==> config.mk <==
export PLATFORM = sky130hd
export DESIGN_NAME = keypad_col_scanner
export DESIGN_NICKNAME = d
export VERILOG_FILES = /design/src/rtl/keypad_pkg.sv /design/src/rtl/keypad_row_sync.sv /design/src/rtl/keypad_col_scanner.sv
export SDC_FILE = /design/constraint.sdc
export NUM_CORES = 1
export LEC_CHECK = 0
export BUFFER_PORTS_ARGS = -buffer_cell sky130_fd_sc_hd__buf_2
export CELL_PAD_IN_SITES_DETAIL_PLACEMENT = 1
export CELL_PAD_IN_SITES_GLOBAL_PLACEMENT = 1
export CORE_ASPECT_RATIO = 1.1
export CORE_MARGIN = 1.5
export CORE_UTILIZATION = 40
export CTS_CLUSTER_SIZE = 28
export DETAILED_ROUTE_END_ITERATION = 8
export HOLD_SLACK_MARGIN = 0.05
export PLACE_DENSITY = 0.69
export SLEW_MARGIN = 20
export SYNTH_ARGS = -nofsm -noshare
export SYNTH_HDL_FRONTEND = slang
export SYNTH_HIERARCHICAL = 1
export SYNTH_SLANG_ARGS = --single-unit
==> constraint.sdc <==
create_clock -name clk -period 9.4 [get_ports clk]
set_input_delay 1.88 -clock clk [delete_from_list [all_inputs] [get_ports clk]]
set_output_delay 1.88 -clock clk [all_outputs]
set_load 0.03 [all_outputs]
==> src/rtl/keypad_pkg.sv <==
// Shared constants, frame-result encoding and helpers for the 4x4 keypad column scanner.
package keypad_pkg;

    localparam int NUM_ROWS = 4;
    localparam int NUM_COLS = 4;
    localparam int KEY_W    = 4;

    localparam logic [NUM_COLS-1:0] COL_IDLE = 4'b1111;

    typedef enum logic [1:0] {
        RES_NONE  = 2'd0,
        RES_KEY   = 2'd1,
        RES_MULTI = 2'd2
    } res_kind_t;

    typedef struct packed {
        res_kind_t        kind;
        logic [KEY_W-1:0] idx;
    } frame_res_t;

    function automatic logic [NUM_COLS-1:0] col_drive(input logic [1:0] col);
        col_drive = ~(4'b0001 << col);
    endfunction

    // idx is forced to zero for NONE/MULTI so that equal results compare equal.
    function automatic frame_res_t classify(input logic [NUM_ROWS*NUM_COLS-1:0] hits);
        frame_res_t  res;
        int unsigned cnt;
        cnt      = 0;
        res.kind = RES_NONE;
        res.idx  = '0;
        for (int i = 0; i < NUM_ROWS*NUM_COLS; i++) begin
            if (hits[i]) begin
                cnt++;
                res.idx = KEY_W'(i);
            end
        end
        if (cnt == 1) begin
            res.kind = RES_KEY;
        end else if (cnt > 1) begin
            res.kind = RES_MULTI;
            res.idx  = '0;
        end else begin
            res.idx  = '0;
        end
        return res;
    endfunction

endpackage

==> src/rtl/keypad_row_sync.sv <==
// Two-flop synchroniser for the asynchronous, active-low keypad row lines.
module keypad_row_sync
    import keypad_pkg::*;
(
    input  logic                i_clk,
    input  logic                i_rst,
    input  logic [NUM_ROWS-1:0] i_row_async,
    output logic [NUM_ROWS-1:0] o_row_sync
);

    logic [NUM_ROWS-1:0] r_meta;
    logic [NUM_ROWS-1:0] r_sync;

    always_ff @(posedge i_clk or posedge i_rst) begin
        if (i_rst) begin
            r_meta <= '1;
            r_sync <= '1;
        end else begin
            r_meta <= i_row_async;
            r_sync <= r_meta;
        end
    end

    assign o_row_sync = r_sync;

endmodule

==> src/rtl/keypad_col_scanner.sv <==
// 4x4 keypad scanner: active-low one-hot column drive, row sampling, frame-level
// debounce and key/press/release strobes.
module keypad_col_scanner
    import keypad_pkg::*;
#(
    parameter int CLK_DIV        = 4,
    parameter int DEBOUNCE_SCANS = 3
)(
    input  logic                clk,
    input  logic                rst,
    input  logic                scan_en,
    input  logic [NUM_ROWS-1:0] row_in,
    output logic [NUM_COLS-1:0] col_out,
    output logic [KEY_W:0]      btn_press,
    output logic                key_valid,
    output logic                key_release
);

    localparam int DW = (CLK_DIV > 1) ? $clog2(CLK_DIV) : 1;
    localparam int CW = $clog2(DEBOUNCE_SCANS + 1);
    localparam logic [DW-1:0] DWELL_LAST = DW'(CLK_DIV - 1);
    localparam logic [CW-1:0] DEB_MAX    = CW'(DEBOUNCE_SCANS);

    logic [NUM_ROWS-1:0]          w_row_sync;
    logic [NUM_ROWS*NUM_COLS-1:0] w_hits_next;
    frame_res_t                   w_res;
    logic [CW-1:0]                w_cnt_next;

    logic                         r_run;
    logic [1:0]                   r_col_idx;
    logic [DW-1:0]                r_dwell;
    logic [NUM_ROWS*NUM_COLS-1:0] r_hits;
    logic                         r_eval;
    frame_res_t                   r_cand;
    logic [CW-1:0]                r_deb_cnt;
    logic [NUM_COLS-1:0]          r_col_out;
    logic [KEY_W:0]               r_btn;
    logic                         r_valid;
    logic                         r_release;

    keypad_row_sync u_row_sync (
        .i_clk       (clk),
        .i_rst       (rst),
        .i_row_async (row_in),
        .o_row_sync  (w_row_sync)
    );

    always_comb begin
        w_hits_next = r_hits;
        for (int c = 0; c < NUM_COLS; c++) begin
            if (r_col_idx == 2'(c)) begin
                for (int r = 0; r < NUM_ROWS; r++) begin
                    w_hits_next[r*NUM_COLS + c] = ~w_row_sync[r];
                end
            end
        end
    end

    always_comb begin
        w_res = classify(r_hits);
        if (w_res != r_cand) begin
            w_cnt_next = CW'(1);
        end else if (r_deb_cnt == DEB_MAX) begin
            w_cnt_next = DEB_MAX;
        end else begin
            w_cnt_next = r_deb_cnt + CW'(1);
        end
    end

    always_ff @(posedge clk or posedge rst) begin
        if (rst) begin
            r_run     <= 1'b1;
            r_col_idx <= 2'd0;
            r_dwell   <= '0;
            r_hits    <= '0;
            r_eval    <= 1'b0;
            r_cand    <= '0;
            r_deb_cnt <= '0;
            r_col_out <= col_drive(2'd0);
            r_btn     <= '0;
            r_valid   <= 1'b0;
            r_release <= 1'b0;
        end else begin
            r_valid   <= 1'b0;
            r_release <= 1'b0;
            r_eval    <= 1'b0;
            if (!scan_en) begin
                r_run     <= 1'b0;
                r_col_out <= COL_IDLE;
                r_dwell   <= '0;
                r_hits    <= '0;
                r_deb_cnt <= '0;
            end else if (!r_run) begin
                // Resume: re-drive the held column and give it a full dwell.
                r_run     <= 1'b1;
                r_col_out <= col_drive(r_col_idx);
                r_dwell   <= '0;
            end else begin
                if (r_dwell == DWELL_LAST) begin
                    r_dwell   <= '0;
                    r_hits    <= w_hits_next;
                    r_col_idx <= r_col_idx + 2'd1;
                    r_col_out <= col_drive(r_col_idx + 2'd1);
                    r_eval    <= (r_col_idx == 2'd3);
                end else begin
                    r_dwell <= r_dwell + DW'(1);
                end

                if (r_eval) begin
                    r_cand    <= w_res;
                    r_deb_cnt <= w_cnt_next;
                    if (w_cnt_next == DEB_MAX) begin
                        case (w_res.kind)
                            RES_KEY: begin
                                if (!(r_btn[KEY_W] && (r_btn[KEY_W-1:0] == w_res.idx))) begin
                                    r_btn   <= {1'b1, w_res.idx};
                                    r_valid <= 1'b1;
                                end
                            end
                            RES_NONE: begin
                                if (r_btn[KEY_W]) begin
                                    r_btn[KEY_W] <= 1'b0;
                                    r_release    <= 1'b1;
                                end
                            end
                            default: ;
                        endcase
                    end
                end
            end
        end
    end

    assign col_out     = r_col_out;
    assign btn_press   = r_btn;
    assign key_valid   = r_valid;
    assign key_release = r_release;

endmodule
==> impl_metrics.env <==
export IMPL_syn_area_sq_um=4480
export IMPL_slowest_stage="or4b_4"
export IMPL_die_h_microns=114
export IMPL_dp_cells=675
export IMPL_cts_tree="yes"
export IMPL_num_fill_cells=1272
export IMPL_crit_fanout=4
export IMPL_slowest_delay_ns=0.56
export IMPL_pre_cts_ws_ns=-0.522
export IMPL_place_area_sq_um=5120
export IMPL_diodes=0
export IMPL_worst_pin_slew_ns=0.716
export IMPL_status="finished, violations left"
export IMPL_grt_pass1_vias=4163
export IMPL_total_leakage_power_nw=2.82
export IMPL_setup_ws_ns=-0.267
export IMPL_clkLatencyLatePin_ns=0.29
export IMPL_drv_slew=0
export IMPL_cp_arrival_ns=9.85
export IMPL_hp_class="flop to flop"
export IMPL_initial_core_util_pct=41.0
export IMPL_cts_hold_buf=0
export IMPL_end_kind="flop"
export IMPL_power_density_nw_per_um2=79.5
export IMPL_cp_start_kind="flop"
export IMPL_synth_edf_count=0
export IMPL_syn2layout_area_growth_pct=29.5
export IMPL_antenna_found_initial=0
export IMPL_dieArea_sq_um=11800
export IMPL_via_count=3864
export IMPL_holdCritStartpoint="u_row_sync/r_meta[1]$_DFF_PP1_"
export IMPL_synth_cell_type_count=87
export IMPL_synth_flop_cell="dfrtp_1"
export IMPL_place_gp_congestion=0.813
export IMPL_route_detailed_drc=0
export IMPL_cts_root_buf="clkbuf_16"
export IMPL_cts_htree_levels=2
export IMPL_io_pins=18
export IMPL_drv_cap=0
export IMPL_critPathKind="flop to flop"
export IMPL_drt_wirelength_per_cell_microns=16.9
export IMPL_period_share_pct=103
export IMPL_ant_nets=0
export IMPL_setup_tns_ns=-0.814
export IMPL_dpl_hpwl_mm=8.61
export IMPL_multi_input_area_sq_um=3470
export IMPL_grt_max_degree=42
export IMPL_globalRouteTotalUtil_pct=20.7
export IMPL_reg2reg_from="r_hits[0]$_DFFE_PP0P_"
export IMPL_clock_fmax_mhz=103
export IMPL_yosysTopAreaCell="dfrtp_1"
export IMPL_worstPathRequired_ns=9.58
export IMPL_grt_overflow_total=0
export IMPL_yosys_register_bits=49
export IMPL_crit_top_cell="ha_4"
export IMPL_cts_buffers_inserted=5
export IMPL_yosysWarningCount=6
export IMPL_avgSynthCellArea_sq_um=9.10
export IMPL_rsz0062_at_grt="yes"
export IMPL_rows=40
export IMPL_vias_per_cell=5.47
export IMPL_drtIter0Drc=101
export IMPL_die_w_microns=104
export IMPL_hold_viol=0
export IMPL_stdcell_count=707
export IMPL_synth_async_sr_flop_share_pct=100
export IMPL_synth_top_area_share_pct=20.7
export IMPL_vdd_ir_drop_max_mv=0.127
export IMPL_synthesis_nets=520
export IMPL_regArea_sq_um=1240
export IMPL_fin_nets=587
export IMPL_cts_sinks=49
export IMPL_fin_util_pct=53.1
export IMPL_startpoint="r_hits[0]$_DFFE_PP0P_"
export IMPL_portBuffers=17
export IMPL_synthCells=492
export IMPL_cts_max_path_buffers=2
export IMPL_core_area_sq_um=10900
export IMPL_setup_viol=4
export IMPL_synth_area_leaders="dfrtp_1, dfstp_2, ha_1"
export IMPL_grt_pass1_wl_mm=20.2
export IMPL_final_common_cell="buf_4"
export IMPL_min_period_ns=9.67
export IMPL_relSlewSlack_pct=51.8
export IMPL_final_cell_mix="buf_4, nand2_1, dfrtp_1, nor2_1, xnor2_1"
export IMPL_violations="negative setup slack"
export IMPL_seq_area_frac_synth_pct=27.7
export IMPL_drt_wl_total_mm=12.0
export IMPL_skew_ns=0.00447
export IMPL_stdcell_area_sq_um=5800
export IMPL_drt_pass1_iterations=4
export IMPL_drive_gt1_share_pct=38.2
export IMPL_clkTransAtPathRegs_ns=0.07
## report_power, final
group	internal, W	switching [W]
Clock	0.000133	0.0000766
Sequential	0.000217	0.00000486
Combinational	0.0000113	0.0000183
Total	0.000361	0.0000997
## area by class of cell
type,instances,share of cell area [%]
Multi-Input combinational cell,393,59.9
Tap cell,147,3.17
Clock buffer,6,2.40
Inverter,24,1.64
Clock inverter,2,0.648
Sequential cell,49,21.4
Timing Repair Buffer,86,10.9
## state kept, by name (all words and copies together) (netlist names), 2 cells and up
signal and cells:
col_out 4, u_row_sync/r_meta 4, r_deb_cnt 2, r_cand 6, btn_press 5, r_col_idx 2, u_row_sync/o_row_sync 4, r_dwell 2
r_hits 16
## per-stage QoR
stage / total power [W] / hold WS [ns]
finish: 0.000461 / 0.357
global route: 0.000477 / 0.360
CTS: 0.000465 / 0.359
detailed placement: 0.000252 / 0.350
global placement: 0.000250 / 0.346
floorplan: 0.000243 / 0.345
## cell usage after synthesis, types with 3 or more instances
library cell / count
o2111ai_1: 3
mux2i_1: 15
nor3_1: 11
nor3b_1: 5
and2_1: 4
inv_1: 23
or2_1: 3
a21oi_1: 13
xnor2_1: 27
xor2_1: 11
or3_1: 3
o31ai_1: 6
nor4_1: 3
o22ai_1: 5
xnor2_4: 4
o211a_1: 17
or2_2: 4
mux2_2: 3
nand2_1: 64
ha_1: 21
dfstp_2: 12
nand3_1: 11
o21ai_0: 20
nand4_1: 6
o21a_1: 3
or3b_1: 5
clkbuf_1: 17
buf_2: 4
and3_1: 8
o21bai_1: 3
xnor2_2: 7
o211ai_1: 8
nor2_1: 34
dfrtp_1: 37
nor2b_1: 4
## timing repair
action / CTS / global route
setup buffers: 18 / 9
pin swaps: 38 / 35
endpoints found under the hold margin: 0 / 0
gates cloned: 0 / 0
gates resized for setup: 26 / 34
endpoints found under the setup margin: 7 / 15
## kinds of logic after synthesis
family | after synthesis | synth area share [%]
simple gates | 190 | 23.4
buf+inv | 50 | 4.81
xor+xnor | 53 | 14.5
flops | 49 | 27.7
mux | 19 | 4.44
compound gates | 109 | 19.0
fa+ha+maj | 22 | 6.09
## critical path: cells and delay by family, from the launching register on
| family | cells | cell delay, ns |
|---|---|---|
| multiplexers | 3 | 0.66 |
| AO/OA/AOI/OAI | 15 | 2.08 |
| XOR/XNOR | 6 | 1.12 |
| AND/OR/NAND/NOR | 16 | 2.34 |
| flip-flops | 1 | 0.43 |
| adder cells (fa/ha/maj) | 10 | 2.32 |
| buffers and inverters | 5 | 0.55 |
## per-layer routing
metal | share of wire, % | up-vias | global-route usage (%)
met5 | 0 | - | 0
met4 | 1.3 | 0 | 5.46
met3 | 1.0 | 12 | 1.66
met2 | 55 | 26 | 39.5
met1 | 43 | 1932 | 25.0
li1 | - | 1894 | -
## path summary, 6_finish.rpt
check | to | slack, ns | depth (start not counted)
worst max register to register | btn_press[3]$_DFFE_PP0P_ | -0.27 | 55
min in group asynchronous | r_hits[1]$_DFFE_PP0P_ | 1.73 | 3
max in group asynchronous | r_hits[1]$_DFFE_PP0P_ | 7.29 | 3
worst max-delay path | btn_press[3]$_DFFE_PP0P_ | -0.27 | 55
worst min register to register | u_row_sync/o_row_sync[1]$_DFF_PP1_ | 0.36 | 0
worst min-delay path | u_row_sync/o_row_sync[1]$_DFF_PP1_ | 0.36 | 0
Note: power is estimated with default switching activity, not from simulation.
